## src/rtl/mmio_uart_tx.sv

```systemverilog
// mmio_uart_tx: memory-mapped 8N1 UART transmitter.
// Processor stores to DATA are queued in a small byte FIFO. A bit-serial engine
// drains the FIFO onto tx. STATUS reports full/empty/busy/overflow and the
// FIFO occupancy. Loads are returned one cycle later through a registered port.
module mmio_uart_tx #(
    parameter int unsigned INPUT_CLOCK_RATE = 33_333_333,
    parameter int unsigned BAUD_RATE        = 19_200,
    parameter int unsigned FIFO_DEPTH       = 8,
    parameter logic [31:0] BASE_ADDRESS     = 32'h0000_7f40
) (
    input  logic        clk,
    input  logic        rst,
    input  logic [31:0] address,
    input  logic        MemWrite,
    input  logic        MemRead,
    input  logic [31:0] io_memory_write,
    output logic [31:0] io_memory_read,
    output logic        valid_io_read,
    output logic        tx
);

    localparam int unsigned CLKS_PER_BIT   = INPUT_CLOCK_RATE / BAUD_RATE;
    localparam int unsigned CNT_W          = (CLKS_PER_BIT > 1) ? $clog2(CLKS_PER_BIT) : 1;
    localparam int unsigned PTR_W          = (FIFO_DEPTH > 1) ? $clog2(FIFO_DEPTH) : 1;
    localparam int unsigned OCC_W          = PTR_W + 1;
    localparam logic [31:0] STATUS_ADDRESS = BASE_ADDRESS + 32'd4;
    localparam logic [CNT_W-1:0] BAUD_LAST = CNT_W'(CLKS_PER_BIT - 1);
    localparam logic [OCC_W-1:0] OCC_FULL  = OCC_W'(FIFO_DEPTH);

    typedef enum logic [1:0] {
        ST_IDLE,
        ST_START,
        ST_DATA,
        ST_STOP
    } tx_state_t;

    // ------------------------------------------------------------------
    // Bus decode
    // ------------------------------------------------------------------
    logic data_sel;
    logic status_sel;
    logic push_req;
    logic status_wr;
    logic unused_store_bits;

    assign data_sel          = (address == BASE_ADDRESS);
    assign status_sel        = (address == STATUS_ADDRESS);
    assign push_req          = MemWrite && data_sel;
    assign status_wr         = MemWrite && status_sel;
    // Upper store bits carry no meaning for either register.
    assign unused_store_bits = ^io_memory_write[31:8];

    // ------------------------------------------------------------------
    // Byte FIFO
    // ------------------------------------------------------------------
    logic [7:0]       fifo_mem [FIFO_DEPTH];
    logic [PTR_W-1:0] wr_ptr;
    logic [PTR_W-1:0] rd_ptr;
    logic [OCC_W-1:0] fifo_count;
    logic             fifo_full;
    logic             fifo_empty;
    logic             push_ok;
    logic             pop;
    logic             overflow;

    assign fifo_full  = (fifo_count == OCC_FULL);
    assign fifo_empty = (fifo_count == '0);
    // A push into a full FIFO still fits when the engine pops in the same cycle.
    assign push_ok    = push_req && (!fifo_full || pop);

    // FIFO storage write port.
    // NOTE: the storage array is deliberately not reset; pointers and count define which entries are valid, and an unreset array can map onto RAM.
    always_ff @(posedge clk) begin
        if (push_ok) begin
            fifo_mem[wr_ptr] <= io_memory_write[7:0];
        end
    end

    // FIFO pointers and occupancy.
    // NOTE: sequential state is assigned with non-blocking assignments so every flop samples pre-edge values.
    always_ff @(posedge clk or negedge rst) begin
        if (!rst) begin
            wr_ptr     <= '0;
            rd_ptr     <= '0;
            fifo_count <= '0;
        end else begin
            if (push_ok) begin
                wr_ptr <= wr_ptr + PTR_W'(1);
            end
            if (pop) begin
                rd_ptr <= rd_ptr + PTR_W'(1);
            end
            if (push_ok && !pop) begin
                fifo_count <= fifo_count + OCC_W'(1);
            end else if (!push_ok && pop) begin
                fifo_count <= fifo_count - OCC_W'(1);
            end
        end
    end

    // Sticky overflow flag: set by a dropped push, cleared by software.
    always_ff @(posedge clk or negedge rst) begin
        if (!rst) begin
            overflow <= 1'b0;
        end else if (push_req && fifo_full && !pop) begin
            overflow <= 1'b1;
        end else if (status_wr && io_memory_write[3]) begin
            overflow <= 1'b0;
        end
    end

    // ------------------------------------------------------------------
    // Transmit engine
    // ------------------------------------------------------------------
    tx_state_t        state;
    tx_state_t        state_next;
    logic [CNT_W-1:0] baud_cnt;
    logic [CNT_W-1:0] baud_cnt_next;
    logic [2:0]       bit_idx;
    logic [2:0]       bit_idx_next;
    logic [7:0]       shift;
    logic [7:0]       shift_next;
    logic             tx_next;
    logic             baud_done;
    logic             busy;

    assign baud_done = (baud_cnt == BAUD_LAST);
    assign busy      = (state != ST_IDLE) || !fifo_empty;

    // Next-state, pop request and next serial level.
    always_comb begin
        // NOTE: every signal assigned here gets a default first, so no path can infer a latch.
        state_next    = state;
        baud_cnt_next = baud_cnt + CNT_W'(1);
        bit_idx_next  = bit_idx;
        shift_next    = shift;
        pop           = 1'b0;
        tx_next       = 1'b1;

        case (state)
            ST_IDLE: begin
                baud_cnt_next = '0;
                if (!fifo_empty) begin
                    pop        = 1'b1;
                    shift_next = fifo_mem[rd_ptr];
                    state_next = ST_START;
                end
            end
            ST_START: begin
                if (baud_done) begin
                    baud_cnt_next = '0;
                    bit_idx_next  = '0;
                    state_next    = ST_DATA;
                end
            end
            ST_DATA: begin
                if (baud_done) begin
                    baud_cnt_next = '0;
                    if (bit_idx == 3'd7) begin
                        state_next = ST_STOP;
                    end else begin
                        shift_next   = shift >> 1;
                        bit_idx_next = bit_idx + 3'd1;
                    end
                end
            end
            ST_STOP: begin
                if (baud_done) begin
                    baud_cnt_next = '0;
                    // Chain straight into the next frame when data is waiting.
                    if (!fifo_empty) begin
                        pop        = 1'b1;
                        shift_next = fifo_mem[rd_ptr];
                        state_next = ST_START;
                    end else begin
                        state_next = ST_IDLE;
                    end
                end
            end
            default: begin
                baud_cnt_next = '0;
                state_next    = ST_IDLE;
            end
        endcase

        // Line level follows the state being entered, so tx is a pure flop output.
        case (state_next)
            ST_START: tx_next = 1'b0;
            ST_DATA:  tx_next = shift_next[0];
            default:  tx_next = 1'b1;
        endcase
    end

    // Transmit engine registers, including the registered serial output.
    always_ff @(posedge clk or negedge rst) begin
        if (!rst) begin
            state    <= ST_IDLE;
            baud_cnt <= '0;
            bit_idx  <= '0;
            shift    <= '0;
            tx       <= 1'b1;
        end else begin
            state    <= state_next;
            baud_cnt <= baud_cnt_next;
            bit_idx  <= bit_idx_next;
            shift    <= shift_next;
            tx       <= tx_next;
        end
    end

    // ------------------------------------------------------------------
    // Load path
    // ------------------------------------------------------------------
    logic [31:0] status_word;

    assign status_word = {19'd0, 5'(fifo_count), 4'd0, overflow, busy, fifo_empty, fifo_full};

    // Registered load response: one-cycle valid pulse, data zero unless STATUS.
    always_ff @(posedge clk or negedge rst) begin
        if (!rst) begin
            valid_io_read  <= 1'b0;
            io_memory_read <= '0;
        end else begin
            valid_io_read  <= MemRead && (data_sel || status_sel);
            io_memory_read <= (MemRead && status_sel) ? status_word : 32'h0;
        end
    end

endmodule

```

## config.mk

```make
export PLATFORM = sky130hd
export DESIGN_NAME = mmio_uart_tx
export DESIGN_NICKNAME = d
export VERILOG_FILES = /design/src/rtl/mmio_uart_tx.sv
export SDC_FILE = /design/constraint.sdc
export NUM_CORES = 1
export LEC_CHECK = 0
export CAP_MARGIN = 20
export CORE_ASPECT_RATIO = 1.25
export CORE_MARGIN = 2
export CORE_UTILIZATION = 52
export DETAILED_ROUTE_END_ITERATION = 16
export GPL_ROUTABILITY_DRIVEN = 0
export GPL_TIMING_DRIVEN = 0
export HOLD_SLACK_MARGIN = 0.12
export PLACE_DENSITY = 0.91
export SLEW_MARGIN = 20
export SYNTH_ARGS = -nofsm -noshare
export SYNTH_HDL_FRONTEND = slang
export SYNTH_SLANG_ARGS = --single-unit
```

## constraint.sdc

```tcl
create_clock -name clk -period 3.6 [get_ports clk]
set_input_delay 0.36 -clock clk [delete_from_list [all_inputs] [get_ports clk]]
set_output_delay 0.36 -clock clk [all_outputs]
set_load 0.01 [all_outputs]
```

==> key figures <==
Placed design
  • Port-buffer cells: 53
  • Pre-CTS setup slack: 0.0972 ns
  • Dpl cell area: 5950 µm²
  • Placed Cells incl. Taps: 569
  • DP HPWL: ~7 mm

Power and ir drop
  • VDD IR max: 0.357 mV
  • PD cells: 393 nW/µm²
  • Leak: roughly 2.4 nW

Die
  • Row cnt: 40
  • Core ar.: around 9600 µm²
  • Die footprint: 10700 µm²
  • Chip Width: around 93 µm
  • Die Ht: between 100 and 150 µm
  • Initial Util: a little over half
  • IO Pins: 102

Worst setup path
  • CP Data Arrival Time: about 3.5 ns
  • Crit path from: baud_cnt[0]
  • Critical path required time: 3.83 ns
  • WS Path Type: reg2reg
  • Reg-to-reg slack, setup: approximately 0.36 ns
  • Crit end category: register
  • Reg-to-reg startpoint: baud_cnt[0]
  • Critical path, cell by cell: ha_1 > nand4bb_1 > nor3_2 > a21bo_1 > and3b_4 > buf_6 > ha_1 > inv_1 > ha_1 > a21o_1 > a21oi_1 > xnor2_1 > nor2_1 > xor2_1
  • CP endpoint: fifo_count[3]
  • Crit-path max cell delay: 0.45 ns
  • Capture point of the worst reg-to-reg path: fifo_count[3]
  • CP Launch Type: register
  • Worst-path maximum fanout: 10
  • Most frequent CP cell: ha_1
  • Worst R2R Path Depth: 14
  • Crit-path slowest cell: nor3_2

Logic synthesis
  • Post-Synthesis Cell Area: 5130 µm²
  • Post-synth top area cell: edfxtp_1
  • Register area share after synthesis: 59.5%
  • Mean Syn Cell Area: about 14 µm²
  • Most frequent cell after synthesis: edfxtp_1
  • Async SR Flop Fraction: roughly two fifths
  • Area share of the largest cell type after synthesis: 37.5%
  • Top_reg_cell synth: edfxtp_1
  • Syn Inst Count: 366
  • Synth cell types: 61
  • Post-synth EDFFs: 64
  • Synth area leaders: edfxtp_1 (37%), dfrtp_1 (21%), mux4_2 (7.0%), buf_4 (3.5%), ha_1 (3.4%)
  • #FFs+latches synth: 109
  • Ys Warns: 0
  • Commonest cells post-synth: edfxtp_1 (64), dfrtp_1 (44), nor2_1 (26)

Clock network
  • CTS Buf Count: 9
  • Setup repair bufs after CTS: 0
  • Root Buffer: clkbuf_16
  • Sinks on Clock Net: 109
  • H-tree depth: 3
  • Clock Latency Late Sink: 0.35 ns
  • Worst-path clk slew: 0.08 ns
  • CTS tree: built
  • Clock Path Buffers: 2

Finish
  • Post-Layout Cell Count: 586
  • Fin nets: ~540
  • Share of cells above drive strength 1: 16.3%
  • Post-Layout Inst Area: between 6000 and 7000 µm²
  • Syn-to-layout area delta: 22.5%
  • Area occupied by multi-input gates: 1920 µm²
  • # fillers: 672
  • Reg area: 3050 µm²
  • Layout Utilization: about two thirds
  • Ant. Diodes: 0

Timing
  • Count of final hold-check violations: 0
  • Fmax: 308 MHz
  • Worst slew pin tran: 0.791 ns
  • Max_slew headroom: a little under half
  • Setup Viol. Count Final: 0
  • RSZ-0062 raised after global routing: no
  • Final period utilization: 90.1%
  • Worst setup margin: 0.356 ns
  • Setup TNS: 0 ns
  • Skew final: 0.00999 ns
  • Tmin final: 3.24 ns
  • Slew Viols, Final: 0

Global routing
  • M2 GR Usage: 36.1%
  • Grt ovf: 0
  • Total GRT Usage: between 10% and 20%
  • Grt met3 use: 4.39%
  • Met1 usage: between 20% and 30%
  • Vias in the first global route: between 3k and 4k
  • Gr busiest metal: met2
  • First-pass GRT wire length: 16.1 mm
  • Initial antenna violation count: 0
  • Largest net degree at the start of global routing: 29

Flow run
  • Maxcap violations: 0

Route
  • Vias per inst: approximately 5.6
  • WL final: between 9 and 10 mm
  • DRT iter0 DRCs: 198
  • Post-route ant nets: 0
  • Via count: 3264
  • Wire per inst: approximately 17 µm
  • # DRC: 0
  • DR pass1 iterations: 4

Status
  • Status: complete, no violations

Worst hold path
  • Class of the tightest hold or removal check: in2async
[stage by stage]
stage,total power [mW],hold WS [ns]
2_1_floorplan,1.38,0.0644
3_3_place_gp,1.45,0.470
3_5_place_dp,1.45,0.316
4_1_cts,2.47,0.487
5_1_grt,2.54,0.522
6_report,2.47,0.482
[logic make-up (layout without fill, tap and decap cells)]
family                   count (synthesis)  after routing  share of synthesized area, %
multiplexers                            28             28                          9.52
AO/OA/AOI/OAI                           55             55                          7.52
buffers and inverters                   46            117                          5.35
other                                    1             24                        0.0732
flip-flops                             109            109                          59.5
adder cells (fa/ha/maj)                 15             15                          3.81
AND/OR/NAND/NOR                         95             95                          11.3
XOR/XNOR                                17             17                          2.90
[cell type report]
| type | instances | area share [%] |
|---|---|---|
| plain buffers | 38 | 3.89 |
| flip-flops and latches | 109 | 48.6 |
| clock buffers | 9 | 3.59 |
| repair buffers | 55 | 8.85 |
| well taps | 126 | 2.51 |
| multi-input cells | 234 | 30.6 |
| inverters | 8 | 0.478 |
| clock inverters | 7 | 1.55 |
[layout by cell type, fill, tap and decap left out, types with 6 or more instances in the layout]
master / instances
edfxtp_1: 64
clkdlybuf4s50_1: 52
dfrtp_1: 44
nor2_1: 26
buf_4: 24
conb_1: 24
a21oi_1: 18
mux4_2: 16
ha_1: 14
nand2_1: 13
xnor2_1: 10
clkbuf_1: 9
mux2i_1: 9
clkbuf_16: 9
inv_1: 8
and2_1: 7
a211o_1: 7
xor2_1: 7
o21ai_0: 6
[worst max-delay path: cells and delay by family (launching register included)]
family                   cells  cell delay, ns
flip-flops                   1            0.39
AO/OA/AOI/OAI                3            0.56
adder cells (fa/ha/maj)      3            0.70
XOR/XNOR                     2            0.28
buffers and inverters        2            0.23
AND/OR/NAND/NOR              4            0.98
[report_power, final]
part | switching (mW) | internal (mW)
Combinational | 0.0410 | 0.0618
Clock | 0.478 | 0.562
Sequential | 0.00000000199 | 1.32
Total | 0.519 | 1.95
[state kept, by name (all words and copies together) (netlist names)]
register and cells:
baud_cnt 11, tx 1, fifo_count 4, state 2, valid_io_read 1, overflow 1, io_memory_read 8, rd_ptr 3
wr_ptr 3, fifo_mem 64, shift 8, bit_idx 3
[layer usage]
| layer | up-vias | wire [µm] |
|---|---|---|
| met5 | - | 0 |
| met4 | 0 | 191 |
| met3 | 21 | 516 |
| met2 | 105 | 5350 |
| met1 | 1618 | 3850 |
| li1 | 1520 | - |
[repair_timing]
| action | in CTS | in global routing |
|---|---|---|
| setup endpoints to repair | 0 | 0 |
| hold buffers | 1 | 0 |
| resized for setup | 0 | 0 |
| hold endpoints to repair | 17 | 0 |
[how the worst min path moves through the flow]
stage | startpoint | to | slack [ns] | cells after the start
after floorplan | rst | baud_cnt[0] | 0.06 | 0
final | rst | wr_ptr[0] | 0.48 | 2
after CTS | rst | io_memory_read[9] | 0.49 | 2
after global placement | shift[1] | shift[1] | 0.47 | 1
after detailed placement | rst | io_memory_read[9] | 0.32 | 1
after global routing | rst | io_memory_read[8] | 0.52 | 2
Power figures use the tool's default switching activity.
